==> config.mk <==
export PLATFORM = sky130hd
export DESIGN_NAME = alu_seq_pipe
export DESIGN_NICKNAME = d
export VERILOG_FILES = /design/src/rtl/alu_seq_pipe.sv
export SDC_FILE = /design/constraint.sdc
export NUM_CORES = 1
export LEC_CHECK = 0
export BUFFER_PORTS_ARGS = -buffer_cell sky130_fd_sc_hd__buf_2
export CORE_MARGIN = 2
export CORE_UTILIZATION = 59
export DETAILED_ROUTE_END_ITERATION = 8
export PLACE_DENSITY = 0.91
export SYNTH_ARGS = -nofsm -noshare
export SYNTH_HDL_FRONTEND = slang
export SYNTH_SLANG_ARGS = --single-unit
==> constraint.sdc <==
create_clock -name clk -period 4.3 [get_ports clk]
set_input_delay 0.215 -clock clk [delete_from_list [all_inputs] [get_ports clk]]
set_output_delay 0.215 -clock clk [all_outputs]
set_load 0.01 [all_outputs]
==> src/rtl/alu_seq_pipe.sv <==
`default_nettype none
// ============================================================================
//  Module   : alu_seq_pipe
//  Purpose  : Registered WIDTH-bit ALU with valid/ready handshakes on both
//             sides. Single-cycle ops produce a result one cycle after accept;
//             unsigned multiply (opcode 0xA, when MUL_EN=1) runs as an
//             iterative shift-add over WIDTH cycles.
//  Ports    : clk, rst            - clock, synchronous active-high reset
//             in_valid/in_ready   - operation handshake (op, a, b, cin)
//             out_valid/out_ready - result handshake
//             result, result_hi   - result (low/high product half for MUL)
//             flag_c/z/n/v/err    - carry, zero, negative, overflow, reserved
//             busy                - multiply in progress
//  Revision : 1.0 - initial release
// ============================================================================
module alu_seq_pipe #(
  parameter int WIDTH  = 4,
  parameter bit MUL_EN = 1'b1
) (
  input  logic             clk,
  input  logic             rst,
  input  logic             in_valid,
  output logic             in_ready,
  input  logic [3:0]       op,
  input  logic [WIDTH-1:0] a,
  input  logic [WIDTH-1:0] b,
  input  logic             cin,
  output logic             out_valid,
  input  logic             out_ready,
  output logic [WIDTH-1:0] result,
  output logic [WIDTH-1:0] result_hi,
  output logic             flag_c,
  output logic             flag_z,
  output logic             flag_n,
  output logic             flag_v,
  output logic             flag_err,
  output logic             busy
);

  localparam int CNT_W = $clog2(WIDTH + 1);
  localparam int MSB   = WIDTH - 1;

  typedef enum logic [1:0] {
    S_IDLE = 2'd0,
    S_MUL  = 2'd1,
    S_HOLD = 2'd2
  } state_t;

  state_t             state_q, state_d;
  logic [WIDTH-1:0]   result_q, result_d;
  logic [WIDTH-1:0]   hi_q, hi_d;
  logic               c_q, c_d, z_q, z_d, n_q, n_d, v_q, v_d, err_q, err_d;
  logic [2*WIDTH-1:0] mcand_q, mcand_d;
  logic [2*WIDTH-1:0] acc_q, acc_d;
  logic [WIDTH-1:0]   mplier_q, mplier_d;
  logic [CNT_W-1:0]   cnt_q, cnt_d;

  logic               accept;
  logic               is_mul;
  logic               cin_eff;
  logic [WIDTH:0]     sum;
  logic [WIDTH:0]     dif;
  logic [WIDTH-1:0]   alu_r, zn_src;
  logic               alu_c, alu_v, alu_err;
  logic [2*WIDTH-1:0] acc_step;

  assign in_ready  = (state_q == S_IDLE) | ((state_q == S_HOLD) & out_ready);
  assign accept    = in_valid & in_ready;
  assign out_valid = (state_q == S_HOLD);
  assign busy      = (state_q == S_MUL);
  assign is_mul    = MUL_EN && (op == 4'hA);

  // CMP is a subtract that ignores the borrow-in.
  assign cin_eff  = (op == 4'h8) ? 1'b0 : cin;
  assign sum      = {1'b0, a} + {1'b0, b} + {{WIDTH{1'b0}}, cin};
  assign dif      = {1'b0, a} - {1'b0, b} - {{WIDTH{1'b0}}, cin_eff};
  assign acc_step = acc_q + (mplier_q[0] ? mcand_q : '0);

  // Single-cycle ALU evaluated on the live inputs; only consumed at accept.
  always_comb begin
    alu_r   = '0;
    alu_c   = 1'b0;
    alu_v   = 1'b0;
    alu_err = 1'b0;
    case (op)
      4'h0: begin
        alu_r = sum[MSB:0];
        alu_c = sum[WIDTH];
        alu_v = (a[MSB] == b[MSB]) & (sum[MSB] != a[MSB]);
      end
      4'h1, 4'h8: begin
        alu_r = (op == 4'h8) ? a : dif[MSB:0];
        alu_c = dif[WIDTH];
        alu_v = (a[MSB] != b[MSB]) & (dif[MSB] != a[MSB]);
      end
      4'h2: alu_r = a & b;
      4'h3: alu_r = a | b;
      4'h4: alu_r = a ^ b;
      4'h5: alu_r = ~(a | b);
      4'h6: begin
        alu_r = {a[MSB-1:0], 1'b0};
        alu_c = a[MSB];
      end
      4'h7: begin
        alu_r = {1'b0, a[MSB:1]};
        alu_c = a[0];
      end
      4'h9: alu_r = b;
      // 0xA lands here when multiply is disabled, making it reserved.
      default: alu_err = 1'b1;
    endcase
    // CMP reports Z/N of the difference while passing A through.
    zn_src = (op == 4'h8) ? dif[MSB:0] : alu_r;
  end

  always_comb begin
    state_d  = state_q;
    result_d = result_q;
    hi_d     = hi_q;
    c_d      = c_q;
    z_d      = z_q;
    n_d      = n_q;
    v_d      = v_q;
    err_d    = err_q;
    mcand_d  = mcand_q;
    mplier_d = mplier_q;
    acc_d    = acc_q;
    cnt_d    = cnt_q;
    case (state_q)
      S_IDLE, S_HOLD: begin
        if ((state_q == S_HOLD) && out_ready) begin
          state_d = S_IDLE;
        end
        if (accept) begin
          if (is_mul) begin
            mcand_d  = {{WIDTH{1'b0}}, a};
            mplier_d = b;
            acc_d    = '0;
            cnt_d    = CNT_W'(WIDTH);
            state_d  = S_MUL;
          end else begin
            result_d = alu_r;
            hi_d     = '0;
            c_d      = alu_c;
            z_d      = (zn_src == '0);
            n_d      = zn_src[MSB];
            v_d      = alu_v;
            err_d    = alu_err;
            state_d  = S_HOLD;
          end
        end
      end
      S_MUL: begin
        acc_d    = acc_step;
        mcand_d  = mcand_q << 1;
        mplier_d = mplier_q >> 1;
        cnt_d    = cnt_q - CNT_W'(1);
        // The last partial product is folded straight into the outputs.
        if (cnt_q == CNT_W'(1)) begin
          result_d = acc_step[MSB:0];
          hi_d     = acc_step[2*WIDTH-1:WIDTH];
          c_d      = (acc_step[2*WIDTH-1:WIDTH] != '0);
          z_d      = (acc_step == '0);
          n_d      = acc_step[2*WIDTH-1];
          v_d      = 1'b0;
          err_d    = 1'b0;
          state_d  = S_HOLD;
        end
      end
      default: state_d = S_IDLE;
    endcase
  end

  always_ff @(posedge clk) begin
    if (rst) begin
      state_q  <= S_IDLE;
      result_q <= '0;
      hi_q     <= '0;
      c_q      <= 1'b0;
      z_q      <= 1'b0;
      n_q      <= 1'b0;
      v_q      <= 1'b0;
      err_q    <= 1'b0;
      mcand_q  <= '0;
      mplier_q <= '0;
      acc_q    <= '0;
      cnt_q    <= '0;
    end else begin
      state_q  <= state_d;
      result_q <= result_d;
      hi_q     <= hi_d;
      c_q      <= c_d;
      z_q      <= z_d;
      n_q      <= n_d;
      v_q      <= v_d;
      err_q    <= err_d;
      mcand_q  <= mcand_d;
      mplier_q <= mplier_d;
      acc_q    <= acc_d;
      cnt_q    <= cnt_d;
    end
  end

  assign result    = result_q;
  assign result_hi = hi_q;
  assign flag_c    = c_q;
  assign flag_z    = z_q;
  assign flag_n    = n_q;
  assign flag_v    = v_q;
  assign flag_err  = err_q;

endmodule
`default_nettype wire

==> summary.txt <==
Power and ir drop
  – Pleak: between 1 and 1.5 nW
  – Total power: about 910 uW
  – Pwr/cell area: about 300 mW/mm^2
  – Peak VDD IR: roughly 0.00014 V

STA
  – Fin crit share: between 70% and 80%
  – Slew @ Worst Pin: approximately 1000 ps
  – Max Slew Vio Count: 0
  – Final Hold Fails: 0
  – Clock skew: 10.0 ps
  – Hold WS: 198 ps
  – Slew HR: 33.1%
  – Final setup fails: 0
  – Max Clk Rate: roughly 300 MHz
  – RSZ-0062 raised after global routing: no
  – Tmin final: ~3300 ps
  – Setup TNS: 0 ps

Logic synthesis
  – Area leader, netlist: dfxtp_1
  – Ys Warns: 0
  – Cells after Synth: roughly 370
  – Synth unique cells: between 50 and 60
  – Seq cells post-synth: 38
  – Synth async-reset ratio: 0%
  – Seq/Total Area, Yosys: 27.0%
  – Mapped Nets: slightly above 400
  – Top post-synthesis cells by area: dfxtp_1 (27%), ha_1 (10%), nand2_1 (6.9%)
  – Cell area after synthesis: 0.00282 sq mm
  – Main flop type after synthesis: dfxtp_1
  – Synth top area share: around 27%
  – Post-synth EDFFs: 0
  – Syn avg cell area: roughly 7.7 sq um

Route
  – DRC: 0
  – Drt pass-1 iters: 9
  – DR vias: 2739
  – Routed WL: 7.12 mm
  – WL/cell: between 15 and 20 microns
  – DR iter-0 viols: 292
  – Vias per cell: 6.20
  – DRT antenna net count: 0

CTS
  – Postcts setup bufs: 0
  – H-tree depth: 2
  – Total CTS buffers: 5
  – Clk_lat worst skew: ~290 ps
  – Root buf cell: clkbuf_8
  – Post-cts resize count: 0
  – Clk sinks: 38
  – CTS tree: yes
  – # hold bufs at CTS: 0
  – Clock slew at reported path FFs: ~80 ps
  – CTS Buffer Depth: 2

Critical path
  – CP max stage cell: fa_1
  – Crit path max-delay family: simple AND/OR/NAND/NOR gates
  – Worst Path Buf+Inv: 1
  – WP data arrival: about 3500 ps
  – CP endpoint kind: flop
  – Crit path max fanout: 22
  – Worst path cell trace: buf_2, nor2b_1, nand2_1, nand2_1, fa_1, fa_1, mux2i_1, nor4_1, a221o_1, or3_1, o31ai_2, o2111ai_1, a221oi_2
  – Critical path class: in2reg
  – Delay of the slowest critical-path stage: roughly 470 ps
  – Startpoint Class: input port
  – CP Data Required Time: 4500 ps

Placed design
  – Final GP Congestion: a little under 1
  – DP HPWL: just over 5 mm
  – # port buffers: 32

Floorplan
  – Die width: ~73 microns
  – Io pins: 33
  – Area of the die: 0.00534 sq mm
  – Die height: 73.1 microns
  – Initial core utilization: 60.4%
  – Rows: 25
  – Core box area: ~0.0047 sq mm

Cells and area
  – Area Overhead vs Synth: 10.0%
  – Commonest non-fill, non-tap cell in the layout: nand2_1
  – Most frequent cells in the layout: nand2_1 (52), dfxtp_1 (38), a21oi_1 (36), nor2_1 (32), buf_2 (32)
  – Share of layout cells above drive strength 1: 12.4%
  – NumNets Final: roughly 430
  – Filler cells: 373
  – Diode count: 0

Job
  – Max-Cap Viols: 0

Global route
  – Vias in the first global route: 2499
  – First-pass GRT wire length: roughly 12 mm
  – GRT Util Overall: between 20% and 30%
  – Largest net degree at the start of global routing: 39
  – Number of antenna violations at the first check in global routing: 0
  – Final global-route overflow total: 0

Worst hold path
  – Worst hold path type: in2reg

Status
  – Status: complete, no violations
## worst register-to-register path: stages, from the launching register on
cell      delay (ps)
dfxtp_1          390
and2_1           190
ha_1             200
fa_1             410
nand3_1          110
a21oi_1          120
o21ai_0          230
nand2b_1         140
xnor2_1          240
a41oi_1          210
a221oi_2         280
## layout make-up
| class | count | area, sq um | share of cell area [%] |
|---|---|---|---|
| multi-input cells | 289 | 1880 | 60.8 |
| inverters | 19 | 71.3 | 2.30 |
| flip-flops and latches | 38 | 761 | 24.6 |
| well taps | 54 | 67.6 | 2.18 |
| clock inverters | 3 | 68.8 | 2.22 |
| repair buffers | 34 | 175 | 5.66 |
| clock buffers | 5 | 68.8 | 2.22 |
## cells in the mapped netlist (all sizes together), types with 6 or more instances
library cell / count
a311oi: 7
nand3: 23
ha: 23
nor2: 33
a21oi: 37
nand2b: 6
inv: 18
xnor2: 6
dfxtp: 38
nand2: 52
a211oi: 6
buf: 11
xor2: 9
o21ai: 8
and2: 7
nor3: 6
clkbuf: 10
## power by group
group	leakage [nW]	switching, mW	internal (mW)
Sequential	0.308	0.00534	0.361
Clock	0.0683	0.136	0.233
Combinational	0.923	0.110	0.0682
Total	1.30	0.251	0.662
## stage by stage
stage	setup slack, ps	cell area (sq um)	util, %	instances
6_report	982	3100	66.4	442
5_1_grt	802	3100	66.4	442
4_1_cts	1030	3100	66.4	442
3_5_place_dp	735	2960	63.5	434
3_3_place_gp	812	2960	63.5	434
2_1_floorplan	1110	2820	-	367
## state kept, by name, indices dropped and copies added (netlist names), 2 cells and up
register and cells:
acc_q 8, result_hi 4, cnt_q 3, result 4, mcand_q 8, state_q 2
mplier_q 4
## final timing paths
| path | from | to | slack, ps | cells after the start |
|---|---|---|---|---|
| max | op[2] | flag_z$_SDFFE_PP0P_ | 980 | 13 |
| min | out_ready | state_q[1]$_SDFFE_PP0P_ | 200 | 4 |
| max reg2reg | mplier_q[0]$_SDFFE_PP0P_ | flag_z$_SDFFE_PP0P_ | 1690 | 10 |
| min reg2reg | result_hi[3]$_SDFFE_PP0P_ | result_hi[3]$_SDFFE_PP0P_ | 450 | 2 |
## kinds of logic after synthesis
logic type	share of synthesized area, %
and+or+nand+nor	25.4
DFF	27.0
AOI/OAI and AO/OA	22.0
buffers and inverters	6.04
muxes	1.11
xor gates and xnor gates	4.67
adders and majority gates	13.8
## metal layers
| layer | GRT usage [%] | vias to the layer above | routed length, microns |
|---|---|---|---|
| li1 | - | 1335 | - |
| met3 | 4.01 | 12 | 468 |
| met1 | 42.1 | 1270 | 3290 |
| met4 | 7.82 | 0 | 97 |
| met2 | 42.3 | 122 | 3260 |
| met5 | 0 | - | 0 |
(Power assumes the default switching activity.)
